$ cat config.mk
export PLATFORM = sky130hd
export DESIGN_NAME = keypad_scanner_flat
export DESIGN_NICKNAME = d
export VERILOG_FILES = /design/src/rtl/keypad_scanner_pkg.sv /design/src/rtl/keypad_scanner_if.sv /design/src/rtl/keypad_scanner_tick_gen.sv /design/src/rtl/keypad_scanner.sv /design/src/flat_wrapper.sv
export SDC_FILE = /design/constraint.sdc
export NUM_CORES = 1
export LEC_CHECK = 0
export CORE_AREA = 3 3 81 83
export DETAILED_ROUTE_END_ITERATION = 12
export DIE_AREA = 0 0 84 86
export SLEW_MARGIN = 20
export SYNTH_ARGS = -nofsm -noshare
export SYNTH_HDL_FRONTEND = slang
export SYNTH_HIERARCHICAL = 1
export SYNTH_SLANG_ARGS = --single-unit
$ cat constraint.sdc
create_clock -name clk_100Mhz -period 2.65 [get_ports clk_100Mhz]
set_input_delay 0.53 -clock clk_100Mhz [delete_from_list [all_inputs] [get_ports clk_100Mhz]]
set_output_delay 0.53 -clock clk_100Mhz [all_outputs]
set_load 0.01 [all_outputs]
$ cat src/rtl/keypad_scanner_pkg.sv
// Shared types, key codes and decode helpers for the 4x4 keypad scanner.
package keypad_scanner_pkg;

   typedef enum logic [1:0] {
      ST_SCAN        = 2'd0,
      ST_DEB_PRESS   = 2'd1,
      ST_PRESSED     = 2'd2,
      ST_DEB_RELEASE = 2'd3
   } state_t;

   localparam logic [3:0] KEY_STAR = 4'd10;
   localparam logic [3:0] KEY_HASH = 4'd11;
   localparam logic [3:0] KEY_A    = 4'd12;
   localparam logic [3:0] KEY_B    = 4'd13;
   localparam logic [3:0] KEY_C    = 4'd14;
   localparam logic [3:0] KEY_D    = 4'd15;

   // Board layout: 1 2 3 A / 4 5 6 B / 7 8 9 C / * 0 # D
   function automatic logic [3:0] key_lookup(input logic [1:0] row, input logic [1:0] col);
      logic [3:0] code;
      case ({row, col})
         4'h0:    code = 4'd1;
         4'h1:    code = 4'd2;
         4'h2:    code = 4'd3;
         4'h3:    code = KEY_A;
         4'h4:    code = 4'd4;
         4'h5:    code = 4'd5;
         4'h6:    code = 4'd6;
         4'h7:    code = KEY_B;
         4'h8:    code = 4'd7;
         4'h9:    code = 4'd8;
         4'hA:    code = 4'd9;
         4'hB:    code = KEY_C;
         4'hC:    code = KEY_STAR;
         4'hD:    code = 4'd0;
         4'hE:    code = KEY_HASH;
         default: code = KEY_D;
      endcase
      return code;
   endfunction

   function automatic logic [9:0] digit_mask(input logic [3:0] code);
      return (code < 4'd10) ? (10'd1 << code) : 10'd0;
   endfunction

endpackage

$ cat src/rtl/keypad_scanner_if.sv
// Keypad pins plus the lock-facing key outputs of keypad_scanner.
interface keypad_scanner_if;
   logic [3:0] row_n;
   logic [3:0] col_n;
   logic [9:0] pwds;
   logic       backspace;
   logic       confirm;
   logic       operate;
   logic       administrate;
   logic       relieve;
   logic       key_valid;
   logic [3:0] key_code;

   modport master (
      input  row_n,
      output col_n, pwds, backspace, confirm, operate, administrate, relieve,
             key_valid, key_code
   );

   modport slave (
      output row_n,
      input  col_n, pwds, backspace, confirm, operate, administrate, relieve,
             key_valid, key_code
   );
endinterface

$ cat src/rtl/keypad_scanner_tick_gen.sv
// Scan tick divider: one-clock tick every CLK_HZ/SCAN_HZ clocks.
module keypad_scanner_tick_gen #(
   parameter int CLK_HZ  = 100_000_000,
   parameter int SCAN_HZ = 1000
) (
   input  logic clk,
   input  logic rst_n,
   output logic tick
);
   localparam int DIV   = CLK_HZ / SCAN_HZ;
   localparam int DIV_W = (DIV > 2) ? $clog2(DIV) : 1;
   localparam logic [DIV_W-1:0] RELOAD = DIV_W'(DIV - 1);

   logic [DIV_W-1:0] div_cnt;

   always_ff @(posedge clk or negedge rst_n) begin
      if (!rst_n) begin
         div_cnt <= RELOAD;
         tick    <= 1'b0;
      end else begin
         tick    <= (div_cnt == '0);
         div_cnt <= (div_cnt == '0) ? RELOAD : div_cnt - 1'b1;
      end
   end
endmodule

$ cat src/rtl/keypad_scanner.sv
// 4x4 keypad scanner: column scan, tick-based debounce FSM and key decode for password_lock.
// Build macro KEYPAD_AUTOREPEAT_EN adds key_valid auto-repeat while a key is held.
//
// state          | meaning
// ST_SCAN        | rotating columns, waiting for exactly one row low
// ST_DEB_PRESS   | column frozen, counting stable ticks of the latched row
// ST_PRESSED     | key accepted and held output asserted
// ST_DEB_RELEASE | latched row high, counting stable ticks before clearing
module keypad_scanner
   import keypad_scanner_pkg::*;
#(
   parameter int CLK_HZ         = 100_000_000,
   parameter int SCAN_HZ        = 1000,
   parameter int DEBOUNCE_SCANS = 20
`ifdef KEYPAD_AUTOREPEAT_EN
   ,
   parameter int REPEAT_DELAY   = 500,
   parameter int REPEAT_PERIOD  = 100
`endif
) (
   input  logic             clk_100Mhz,
   input  logic             reset,
   keypad_scanner_if.master kp
);
   localparam int CNT_W = ($clog2(DEBOUNCE_SCANS + 1) > 5) ? $clog2(DEBOUNCE_SCANS + 1) : 5;
   localparam logic [CNT_W-1:0] CNT_DONE = CNT_W'(DEBOUNCE_SCANS);
   localparam logic [CNT_W-1:0] CNT_ONE  = CNT_W'(1);

   logic             tick;
   logic [3:0]       row_meta, row_sync, rows_low;
   logic             single_low;
   logic [1:0]       row_idx;
   state_t           state, state_nxt;
   logic [1:0]       col, col_nxt;
   logic [1:0]       row_lat, row_lat_nxt;
   logic [CNT_W-1:0] cnt, cnt_nxt, cnt_inc;
   logic [3:0]       code, code_nxt;
   logic             held, held_nxt;
   logic             valid, valid_nxt;

`ifdef KEYPAD_AUTOREPEAT_EN
   localparam int REP_MAX = (REPEAT_DELAY > REPEAT_PERIOD) ? REPEAT_DELAY : REPEAT_PERIOD;
   localparam int REP_W   = (REP_MAX > 2) ? $clog2(REP_MAX) : 1;
   localparam logic [REP_W-1:0] REP_FIRST = REP_W'(REPEAT_DELAY - 1);
   localparam logic [REP_W-1:0] REP_NEXT  = REP_W'(REPEAT_PERIOD - 1);
   logic [REP_W-1:0] rep_cnt, rep_nxt;
`endif

   keypad_scanner_tick_gen #(
      .CLK_HZ  (CLK_HZ),
      .SCAN_HZ (SCAN_HZ)
   ) u_tick (
      .clk   (clk_100Mhz),
      .rst_n (reset),
      .tick  (tick)
   );

   always_ff @(posedge clk_100Mhz or negedge reset) begin
      if (!reset) begin
         row_meta <= 4'hF;
         row_sync <= 4'hF;
      end else begin
         row_meta <= kp.row_n;
         row_sync <= row_meta;
      end
   end

   assign rows_low   = ~row_sync;
   assign single_low = (rows_low != 4'd0) && ((rows_low & (rows_low - 4'd1)) == 4'd0);
   assign cnt_inc    = (cnt == '1) ? cnt : cnt + 1'b1;

   always_comb begin
      case (rows_low)
         4'b0010: row_idx = 2'd1;
         4'b0100: row_idx = 2'd2;
         4'b1000: row_idx = 2'd3;
         default: row_idx = 2'd0;
      endcase
   end

   always_comb begin
      state_nxt   = state;
      col_nxt     = col;
      row_lat_nxt = row_lat;
      cnt_nxt     = cnt;
      code_nxt    = code;
      held_nxt    = held;
      valid_nxt   = 1'b0;
`ifdef KEYPAD_AUTOREPEAT_EN
      rep_nxt     = rep_cnt;
`endif
      if (tick) begin
         case (state)
            ST_SCAN: begin
               if (single_low) begin
                  row_lat_nxt = row_idx;
                  cnt_nxt     = CNT_ONE;
                  state_nxt   = ST_DEB_PRESS;
               end else begin
                  col_nxt = col + 2'd1;
               end
            end
            ST_DEB_PRESS: begin
               if (single_low && (row_idx == row_lat)) begin
                  cnt_nxt = cnt_inc;
                  if (cnt_inc >= CNT_DONE) begin
                     valid_nxt = 1'b1;
                     code_nxt  = key_lookup(row_lat, col);
                     held_nxt  = 1'b1;
                     state_nxt = ST_PRESSED;
`ifdef KEYPAD_AUTOREPEAT_EN
                     rep_nxt   = REP_FIRST;
`endif
                  end
               end else begin
                  cnt_nxt   = '0;
                  state_nxt = ST_SCAN;
                  col_nxt   = col + 2'd1;
               end
            end
            ST_PRESSED: begin
               // Only the latched row matters here; other rows dropping are ignored.
               if (row_sync[row_lat]) begin
                  cnt_nxt   = CNT_ONE;
                  state_nxt = ST_DEB_RELEASE;
               end
`ifdef KEYPAD_AUTOREPEAT_EN
               else if (rep_cnt == '0) begin
                  valid_nxt = 1'b1;
                  rep_nxt   = REP_NEXT;
               end else begin
                  rep_nxt = rep_cnt - 1'b1;
               end
`endif
            end
            ST_DEB_RELEASE: begin
               if (row_sync[row_lat]) begin
                  cnt_nxt = cnt_inc;
                  if (cnt_inc >= CNT_DONE) begin
                     held_nxt  = 1'b0;
                     cnt_nxt   = '0;
                     state_nxt = ST_SCAN;
                     col_nxt   = col + 2'd1;
                  end
               end else begin
                  cnt_nxt   = '0;
                  state_nxt = ST_PRESSED;
               end
            end
            default: state_nxt = ST_SCAN;
         endcase
      end
   end

   always_ff @(posedge clk_100Mhz or negedge reset) begin
      if (!reset) begin
         state   <= ST_SCAN;
         col     <= 2'd0;
         row_lat <= 2'd0;
         cnt     <= '0;
         code    <= 4'd0;
         held    <= 1'b0;
         valid   <= 1'b0;
`ifdef KEYPAD_AUTOREPEAT_EN
         rep_cnt <= '0;
`endif
      end else begin
         state   <= state_nxt;
         col     <= col_nxt;
         row_lat <= row_lat_nxt;
         cnt     <= cnt_nxt;
         code    <= code_nxt;
         held    <= held_nxt;
         valid   <= valid_nxt;
`ifdef KEYPAD_AUTOREPEAT_EN
         rep_cnt <= rep_nxt;
`endif
      end
   end

   assign kp.col_n        = ~(4'b0001 << col);
   assign kp.pwds         = held ? digit_mask(code) : 10'd0;
   assign kp.backspace    = held && (code == KEY_STAR);
   assign kp.confirm      = held && (code == KEY_HASH);
   assign kp.operate      = held && (code == KEY_A);
   assign kp.administrate = held && (code == KEY_B);
   assign kp.relieve      = held && (code == KEY_C);
   assign kp.key_valid    = valid;
   assign kp.key_code     = code;
endmodule

$ cat src/flat_wrapper.sv
// flat-port wrapper written by rule: the top's interface ports become plain ports
module keypad_scanner_flat import keypad_scanner_pkg::*;
#(
   parameter int CLK_HZ         = 100_000_000,
   parameter int SCAN_HZ        = 1000,
   parameter int DEBOUNCE_SCANS = 20

)
  (clk_100Mhz, reset, kp_row_n, kp_col_n, kp_pwds, kp_backspace, kp_confirm, kp_operate, kp_administrate, kp_relieve, kp_key_valid, kp_key_code);
  keypad_scanner_if kp_i ();
  input  logic clk_100Mhz;
  input  logic reset;
  input wire logic [$bits(kp_i.row_n)-1:0] kp_row_n;
  output wire logic [$bits(kp_i.col_n)-1:0] kp_col_n;
  output wire logic [$bits(kp_i.pwds)-1:0] kp_pwds;
  output wire logic [$bits(kp_i.backspace)-1:0] kp_backspace;
  output wire logic [$bits(kp_i.confirm)-1:0] kp_confirm;
  output wire logic [$bits(kp_i.operate)-1:0] kp_operate;
  output wire logic [$bits(kp_i.administrate)-1:0] kp_administrate;
  output wire logic [$bits(kp_i.relieve)-1:0] kp_relieve;
  output wire logic [$bits(kp_i.key_valid)-1:0] kp_key_valid;
  output wire logic [$bits(kp_i.key_code)-1:0] kp_key_code;
  assign kp_i.row_n = kp_row_n;
  assign kp_col_n = kp_i.col_n;
  assign kp_pwds = kp_i.pwds;
  assign kp_backspace = kp_i.backspace;
  assign kp_confirm = kp_i.confirm;
  assign kp_operate = kp_i.operate;
  assign kp_administrate = kp_i.administrate;
  assign kp_relieve = kp_i.relieve;
  assign kp_key_valid = kp_i.key_valid;
  assign kp_key_code = kp_i.key_code;
  keypad_scanner #(.CLK_HZ(CLK_HZ), .SCAN_HZ(SCAN_HZ), .DEBOUNCE_SCANS(DEBOUNCE_SCANS)) u_core (.clk_100Mhz(clk_100Mhz), .reset(reset), .kp(kp_i));
endmodule
After elaboration in Yosys (flattened, before gate mapping)
Memories as Yosys holds them, arrays and structs flattened. A register that Yosys moved wholly into a read port is not among the register bits.
Index checks and enable logic that the tools add are counted.
{"block": "word_totals", "register_bits": 39, "mem_bits_ro": 64, "in_bits": 6, "wordCells": 100, "mem_count": 1}
{"block": "op_classes", "addsub": 4, "n_lt_le_gt_ge": 3, "eq_ne": 23, "shift": 2, "muxes": 34, "bitwise": 3, "reduce_logical": 20}
{"name": "(no name shown)", "depth": 16, "word_bits": 4, "read_ports": 1, "rd_ports_with_merged_regs": 1, "wr": 0, "line_no": "keypad_scanner_pkg.sv:21", "text": "case ({row, col})"}
{"op": "2-to-1 mux 5 bit", "n": 6}
{"op": "== test 4 bit, second input constant", "n": 6}
{"op": "2-to-1 mux 10 bit", "n": 2}
{"op": "2-to-1 mux 2 bit", "n": 10}
{"op": "case mux 5 bit (4 select lines)", "n": 1}
{"op": "logical NOT 17 bit", "n": 1}
{"op": "2-to-1 mux 17 bit", "n": 1}
{"op": "subtractor 17 x 1 -> 17 bit, second input constant", "n": 1}
{"op": "inequality test 2 x 1 -> 1 bit, second input constant", "n": 6}
{"op": "case mux 2 bit (3 select lines)", "n": 2}
{"op": "AND reduction 6 bit", "n": 2}
{"op": "<< shifter 1 x 4 -> 10 bit, first input constant", "n": 1}
{"op": "2-to-1 mux 1 bit", "n": 9}
{"op": "inverter 4 bit", "n": 2}
{"op": "case mux 2 bit (4 select lines)", "n": 1}
{"op": "logical AND 1 bit", "n": 7}
{"op": "AND reduction 3 bit", "n": 2}
{"op": "adder 5 x 1 -> 5 bit, second input constant", "n": 1}
{"op": "== test 5 bit, second input constant", "n": 1}
{"op": "greater-or-equal comparator 5 bit, second input constant", "n": 1}
{"op": "AND reduction 5 bit", "n": 1}
{"op": "bitwise AND 4 bit", "n": 1}
{"op": "== test 2 bit, second input constant", "n": 2}
{"op": "== test 4 x 2 -> 1 bit, second input constant", "n": 1}
{"op": "other kinds (20)", "n": 21}

Logic depth before layout (Yosys ltp)
Gate-level depths: netlist of run 1.
{"block": "logic_depth", "depth_word": 9, "ltp_mapped": 7, "mapped_depth_nobuf": 7}

Hierarchy
Netlist of run 1, hierarchy kept.
{"module": "keypad_scanner", "n_inst": 1, "cells_each": 165, "area_each_um2": 1498.9}
{"module": "keypad_scanner_tick_gen", "n_inst": 1, "cells_each": 85, "area_each_um2": 912.1}

Worst setup path before layout of run 1
Ideal clock, no wire load.
{"block": "synth_timing", "path_type": "register to register", "startpoint": "register u_core.row_sync[1]", "endpoint": "register u_core.code[3] (netlist: u_core/kp.key_code[3])", "arrival_time_ns": 2.053, "slack_ns": 0.472, "stages_incl_launch_ff": 8, "path_buffers": 1, "path_cell_list": "dfstp_2 buf_4 or3b_1 a21oi_1 or3_2 or3b_4 nand2b_4 mux2_4"}
{"block": "synth_between", "elab_chain_cells": 7}
{"element": "start, declared", "line_no": "keypad_scanner.sv:30", "text": "logic [3:0] row_meta, row_sync, rows_low;"}
{"element": "start signal, assigned", "line_no": "keypad_scanner.sv:64", "text": "row_sync <= row_meta;"}
{"element": "inverter 4 bit (*)", "line_no": "keypad_scanner.sv:68", "text": "assign rows_low = ~row_sync;"}
{"element": "subtractor 4 x 1 -> 4 bit", "line_no": "keypad_scanner.sv:69", "text": "assign single_low = (rows_low != 4'd0) && ((rows_low & (rows_low - 4'd1)) == 4'd0);"}
{"element": "bitwise AND 4 bit", "line_no": "keypad_scanner.sv:69"}
{"element": "logical NOT 4 bit", "line_no": "keypad_scanner.sv:69"}
{"element": "logical AND 1 bit", "line_no": "keypad_scanner.sv:69"}
{"element": "logical AND 1 bit (*)", "line_no": "keypad_scanner.sv:104", "text": "if (single_low && (row_idx == row_lat)) begin"}
{"element": "AND reduction 4 bit (no line) (*)"}
{"element": "end, declared", "line_no": "keypad_scanner.sv:37", "text": "logic [3:0] code, code_nxt;"}
Mark *: on every way between the ends. The rest lies on a longest branch, timed or not.
A chain may end at the register's enable or synchronous reset.

Final worst setup path of run 1
{"block": "layout_timing", "startpoint": "register u_core.code[0] (netlist: u_core/kp.key_code[0])", "endpoint": "output port kp_pwds[4]"}
{"block": "layout_between", "elab_chain_cells": 3}
{"element": "less-than comparator 4 bit / << shifter 1 x 4 -> 10 bit (equally long branches)", "line_no": "keypad_scanner_pkg.sv:43", "text": "return (code < 4'd10) ? (10'd1 << code) : 10'd0;"}
{"element": "2-to-1 mux 10 bit (*)", "line_no": "keypad_scanner_pkg.sv:43"}
{"element": "2-to-1 mux 10 bit (*)", "line_no": "keypad_scanner.sv:182", "text": "assign kp.pwds = held ? digit_mask(code) : 10'd0;"}
{"element": "end, declared", "line_no": "flat_wrapper.sv:15", "text": "output wire logic [$bits(kp_i.pwds)-1:0] kp_pwds;"}
Marks and branches as above.

==> impl_metrics.json, run 1 <==
{
  "num_io_pins": 30,
  "fillers": 547,
  "synth_warnings": 6,
  "drtPass1Iterations": 4,
  "floorplan.initialDensity_pct": 40.7,
  "synth.distinct_cells": 54,
  "fp-row-count": 28,
  "track_usage_pct": 13.4,
  "post-route-min-period_ps": 2420,
  "status": "complete, no violations",
  "yosysSeqAreaShare_pct": 45.6,
  "via_per_inst": 5.27,
  "numClockSinks": 43,
  "cts-root-buf": "clkbuf_8",
  "synth.avg_cell_area_sq_um": 9.64,
  "synth_top_cells_by_count": "dfrtp_1 (25), nor2_1 (24), nand2_1 (19)",
  "layout-area-overhead-vs-synth_pct": 17.9,
  "r2r_setup_slack_ps": 330,
  "finalHoldWorstSlack_ps": 142,
  "cts_tree": "yes",
  "antenna_found_initial": 0,
  "cts_hold_buf": 0,
  "post-dp-hpwl_um": 3410,
  "leakagePower_nw": 1.14,
  "setup_slack_ps": 227,
  "period_share_pct": 91.4,
  "multi_input_area_sq_um": 1200,
  "yosys-top-cells-area": "dfrtp_1 (26%), dfstp_2 (20%), nor2_1 (3.7%)",
  "yosysTopAreaCell": "dfrtp_1",
  "drive_gt1_share_pct": 15.8,
  "critPathMaxStageDelay_ps": 560,
  "path_class": "register to output pin",
  "die_area_sq_um": 7220,
  "grt_first_pass_wirelength_um": 7960,
  "synth_ff_type": "dfrtp_1",
  "vias": 1866,
  "syn-num-nets": 263,
  "hold_viol": 0,
  "worstMarginPinSlew_ps": 663,
  "cts_resized": 0,
  "crit_path_max_fanout": 6,
  "synth_top_area_share_pct": 25.9,
  "port_buffers": 29,
  "crit_family": "simple AND/OR/NAND/NOR gates",
  "post-place-ws_ps": 353,
  "pwr_density_cell_nw_per_um2": 407,
  "vdd_ir_drop_max_v": 0.000320,
  "drc": 0,
  "ys_async_sr_fraction_pct": 100,
  "core_area_sq_um": 5920,
  "final_util_pct": 48.0,
  "worstSetupStartpointType": "register",
  "ff_latch_area_sq_um": 1100,
  "crit_chain": "or3_1 > nor3_1 > clkdlybuf4s50_1",
  "grt_pass1_vias": 1766,
  "cp.required_ps": 2120,
  "numCtsBuffers": 5,
  "synth_area_sq_um": 2410,
  "power_w": 0.00116,
  "maxCapViolations": 0,
  "worst_ep_arrival_time_ps": 1890,
  "ys_seq_elements": 43,
  "fmaxAchievable_mhz": 413,
  "hp-class": "input pin to asynchronous set/reset pin",
  "die_y_um": 86,
  "slowest_stage": "clkdlybuf4s50_1",
  "overflow": 0,
  "syn_inst": 250,
  "worstSkewPairLatency_ps": 290,
  "drv_slew": 0,
  "final_antenna_net_count": 0,
  "fin_nets": 291,
  "routedWlPerCell_um": 13.2,
  "antennaDiodeCount": 0,
  "finalClockSkew_ps": 5.19,
  "place.gp.congestion": 0.803,
  "maxSlewHeadroom_pct": 55.2,
  "finalSetupViolCount": 0,
  "synth-edff-count": 0,
  "clockBufferDepth": 2,
  "fin_tns_setup_ps": 0,
  "cts_max_level": 2,
  "rsz0062_at_grt": "false",
  "die_w_um": 84,
  "end_kind": "output pin",
  "grt_max_degree": 19,
  "drt-initial-drc-count": 98,
  "yosysMostFrequentCell": "dfrtp_1",
  "postCtsSetupBuffers": 0,
  "path_buf_inv": 1,
  "wirelength_um": 4680,
  "clkTransAtPathRegs_ps": 80
}
## logic make-up (layout without fill, tap and decap cells)
logic type	Yosys count	in the layout	share of synthesized area (%)
muxes	6	6	3.37
AOI/OAI and AO/OA	44	44	11.5
buffers and inverters	26	55	4.46
adders and majority gates	7	7	3.63
DFF	43	43	45.6
xor gates and xnor gates	17	17	6.18
and+or+nand+nor	107	107	25.3
## layer usage
layer	global-route usage, %	vias to the layer above	wire length [um]
met5	0	-	0
met4	4.39	0	29
met3	3.17	2	192
met2	23.2	38	2320
met1	16.4	887	2140
li1	-	939	-
## sequential cells by signal, summed over array words and instances, names as in the netlist
| signal | count |
|---|---|
| u_core/row_sync | 4 |
| u_core/state | 2 |
| u_core/u_tick/tick | 1 |
| u_core/u_tick/div_cnt | 17 |
| u_core/held | 1 |
| u_core/row_lat | 2 |
| u_core/cnt | 5 |
| u_core/row_meta | 4 |
| u_core/col | 2 |
| u_core/kp.key_code | 4 |
| u_core/kp.key_valid | 1 |
## cell usage in the layout (no fill, tap or decap), drive strengths merged, types with 2 or more instances in the layout
| cell | synthesis | routed |
|---|---|---|
| dfstp | 18 | 18 |
| a41oi | 3 | 3 |
| inv | 16 | 16 |
| nand2 | 20 | 20 |
| nand2b | 4 | 4 |
| mux2 | 4 | 4 |
| a31oi | 2 | 2 |
| a21oi | 12 | 12 |
| nor4 | 3 | 3 |
| a21boi | 3 | 3 |
| ha | 7 | 7 |
| nor4b | 3 | 3 |
| or3b | 3 | 3 |
| clkdlybuf4s50 | 0 | 28 |
| xor2 | 9 | 9 |
| dfrtp | 25 | 25 |
| nor2 | 24 | 24 |
| o221ai | 2 | 2 |
| clkbuf | 4 | 6 |
| and4 | 3 | 3 |
| or3 | 5 | 5 |
| and2 | 2 | 2 |
| xnor2 | 8 | 8 |
| nand3 | 5 | 5 |
| nor3 | 14 | 14 |
| buf | 6 | 3 |
| o21ai | 12 | 12 |
| nand4b | 4 | 4 |
| and3 | 4 | 4 |
| o21a | 2 | 2 |
| nand4 | 7 | 7 |
| nand3b | 3 | 3 |
| o22ai | 2 | 2 |
## where the power goes
group	internal, W	switching, W	total (W)
Sequential	0.000671	0.0000158	0.000687
Combinational	0.0000331	0.0000340	0.0000671
Clock	0.000184	0.000219	0.000403
Total	0.000889	0.000269	0.00116
## worst paths after layout
path                                            start  cells past startpoint                    end
worst min-delay path                            reset                      1          u_core/cnt[1]
min in group clk_100Mhz            u_core/row_meta[0]                      0     u_core/row_sync[0]
worst min register to register     u_core/row_meta[0]                      0     u_core/row_sync[0]
worst max-delay path            u_core/kp.key_code[0]                      3             kp_pwds[4]
worst max register to register          u_core/cnt[0]                      6  u_core/kp.key_code[3]
max in group asynchronous                       reset                      2     u_core/row_meta[0]
## through the flow
stage	std cells	area (sq um)
after detailed placement	346	2760
final	354	2840
after CTS	354	2840
after floorplan	250	2410
after global routing	354	2840
after global placement	346	2760
## area by class of cell
class / instances / area share (%)
clock buffers: 6 / 2.55
clock inverters: 2 / 0.440
inverters: 16 / 2.11
multi-input cells: 181 / 42.4
flip-flops and latches: 43 / 38.6
well taps: 75 / 3.30
repair buffers: 31 / 10.6
Power figures use the tool's default switching activity.
==> inputs of run 2 (changes only) <==
--- a/config.mk
+++ b/config.mk
@@ -8,6 +8,7 @@
 export CORE_AREA = 3 3 81 83
 export DETAILED_ROUTE_END_ITERATION = 12
 export DIE_AREA = 0 0 84 86
+export PLACE_DENSITY = 0.65
 export SLEW_MARGIN = 20
 export SYNTH_ARGS = -nofsm -noshare
 export SYNTH_HDL_FRONTEND = slang
==> run 2 against run 1 <==
Against the previous run: register-to-register slack gained 30 ps; wire length down 4.4%; clock skew hardly changed; combinational power decreased by 3.4%; core utilization increased by 0.46 points; fmax grew 0.71%; final cell count fell by 0.56%; sequential power about the same; critical path type unchanged; highest routed layer unchanged.
==> impl_metrics.json, run 2 (synthesis gave the netlist of run 1 again) <==
{
  "port_buffers": 29,
  "regMostFlops": "u_core/u_tick/div_cnt",
  "r2r-end": "u_core/kp.key_code[3]",
  "r2r_setup_slack_ps": 360,
  "cp.required_ps": 2120,
  "cts_hold_buf": 0,
  "maxCapViolations": 0,
  "endpoint": "kp_pwds[4]",
  "numCtsBuffers": 5,
  "die_y_um": 86,
  "drive_gt1_share_pct": 15.2,
  "final_util_pct": 48.5,
  "grt_pass1_vias": 1683,
  "post-route-min-period_ps": 2410,
  "slowest_stage": "clkdlybuf4s50_1",
  "fillers": 548,
  "crit_start": "u_core/kp.key_code[2]",
  "period_share_pct": 90.8,
  "multi_input_area_sq_um": 1200,
  "crit_path_max_fanout": 5,
  "place.gp.congestion": 0.767,
  "timing.rr.start": "u_core/cnt[0]",
  "overflow": 0,
  "clockBufferDepth": 2,
  "rr_worst_depth": 6,
  "critPathMaxStageDelay_ps": 560,
  "path_buf_inv": 2,
  "drtPass1Iterations": 4,
  "layout-area-overhead-vs-synth_pct": 19.0,
  "cp_num_cells": 4,
  "largest_reg_flops": 17,
  "drt-initial-drc-count": 67,
  "path_class": "register to output pin",
  "floorplan.initialDensity_pct": 40.7,
  "top_regs": "u_core/u_tick/div_cnt: 17 flops, u_core/cnt: 5 flops",
  "vias": 1871,
  "hold_viol": 0,
  "leakagePower_nw": 1.16,
  "placed_cells": 344,
  "grt_first_pass_wirelength_um": 7820,
  "drc": 0,
  "die_area_sq_um": 7220,
  "antenna_found_initial": 0,
  "drv_slew": 0,
  "worstMarginPinSlew_ps": 938,
  "end_kind": "output pin",
  "rsz0062_at_grt": "false",
  "fmaxAchievable_mhz": 416,
  "layout_commonest_cell": "clkdlybuf4s50_1",
  "fp-row-count": 28,
  "vdd_ir_drop_max_v": 0.000281,
  "post-place-ws_ps": 360,
  "finalClockSkew_ps": 5.32,
  "wirelength_um": 4470,
  "cts_resized": 0,
  "fin_tns_setup_ps": 0,
  "status": "complete, no violations",
  "cts_max_level": 2,
  "finalSetupViolCount": 0,
  "hp-class": "register to register",
  "num_io_pins": 30,
  "cts-root-buf": "clkbuf_8",
  "cts_tree": "yes",
  "power_w": 0.00131,
  "core_area_sq_um": 5920,
  "post-dp-hpwl_um": 3210,
  "worstSetupStartpointType": "register",
  "antennaDiodeCount": 0,
  "routedWlPerCell_um": 12.7,
  "layout.cells.non_filler": 352,
  "ff_latch_area_sq_um": 1100,
  "clkTransAtPathRegs_ps": 80,
  "fin_nets": 289,
  "crit_chain": "inv_1 > or3_1 > nor3_1 > clkdlybuf4s50_1",
  "numClockSinks": 43,
  "final_antenna_net_count": 0,
  "pwr_density_cell_nw_per_um2": 455,
  "worstSkewPairLatency_ps": 290,
  "postCtsSetupBuffers": 0,
  "grt_max_degree": 44,
  "worstHoldPathCells": 0,
  "final_cell_mix": "clkdlybuf4s50_1 (28), dfrtp_1 (25), nor2_1 (24)",
  "setup_slack_ps": 244,
  "worst_ep_arrival_time_ps": 1880,
  "track_usage_pct": 13.2,
  "crit_family": "buffers and inverters",
  "via_per_inst": 5.32,
  "die_w_um": 84,
  "maxSlewHeadroom_pct": 37.5
}
[run 2: changes by cell type in the layout (fill, tap and decap cells not counted), sizes merged]
cell | previous run | this run
buf | 3 | 1
clkinv | 1 | 0
bufinv | 0 | 1
clkinvlp | 1 | 0
clkbuf | 6 | 7
[run 2: cell type report]
class                           instances  share of cell area [%]
Clock buffer                            7                    3.40
Clock inverter                          1                    1.05
Multi-Input combinational cell        181                    42.0
Tap cell                               75                    3.27
Inverter                               16                    2.09
Sequential cell                        43                    38.3
Timing Repair Buffer                   29                    9.94
[run 2: worst register-to-register path, delay by kind of cell, from the launching register on]
kind | cells | cell delay, ps
compound gates | 2 | 490
simple gates | 2 | 640
fa+ha+maj | 1 | 310
flops | 1 | 460
mux | 1 | 300
[run 2: power breakdown]
group | switching (W) | internal, W
combinational | 0.0000335 | 0.0000312
sequential | 0.0000162 | 0.000671
clock | 0.000215 | 0.000339
[run 2: worst min path at each step]
| stage | from | to | slack, ps |
|---|---|---|---|
| global placement | u_core/row_meta[3] | u_core/row_sync[3] | 350 |
| CTS | u_core/row_meta[2] | u_core/row_sync[2] | 360 |
| global route | u_core/row_meta[2] | u_core/row_sync[2] | 360 |
| detailed placement | u_core/row_meta[2] | u_core/row_sync[2] | 350 |
| floorplan | reset | u_core/cnt[0] | 230 |
| finish | u_core/row_meta[0] | u_core/row_sync[0] | 360 |
[run 2: routing by layer]
layer	track usage, %	wire [um]	up-vias
met5	0	0	-
met4	4.39	45	0
met3	3.27	193	4
met2	22.0	2160	40
met1	16.9	2070	888
li1	-	-	939
[run 2: through the flow]
stage / cell area, sq um / hold slack [ps]
after floorplan: 2410 / 234
after global placement: 2740 / 345
after detailed placement: 2740 / 347
after CTS: 2870 / 360
after global routing: 2870 / 365
final: 2870 / 358
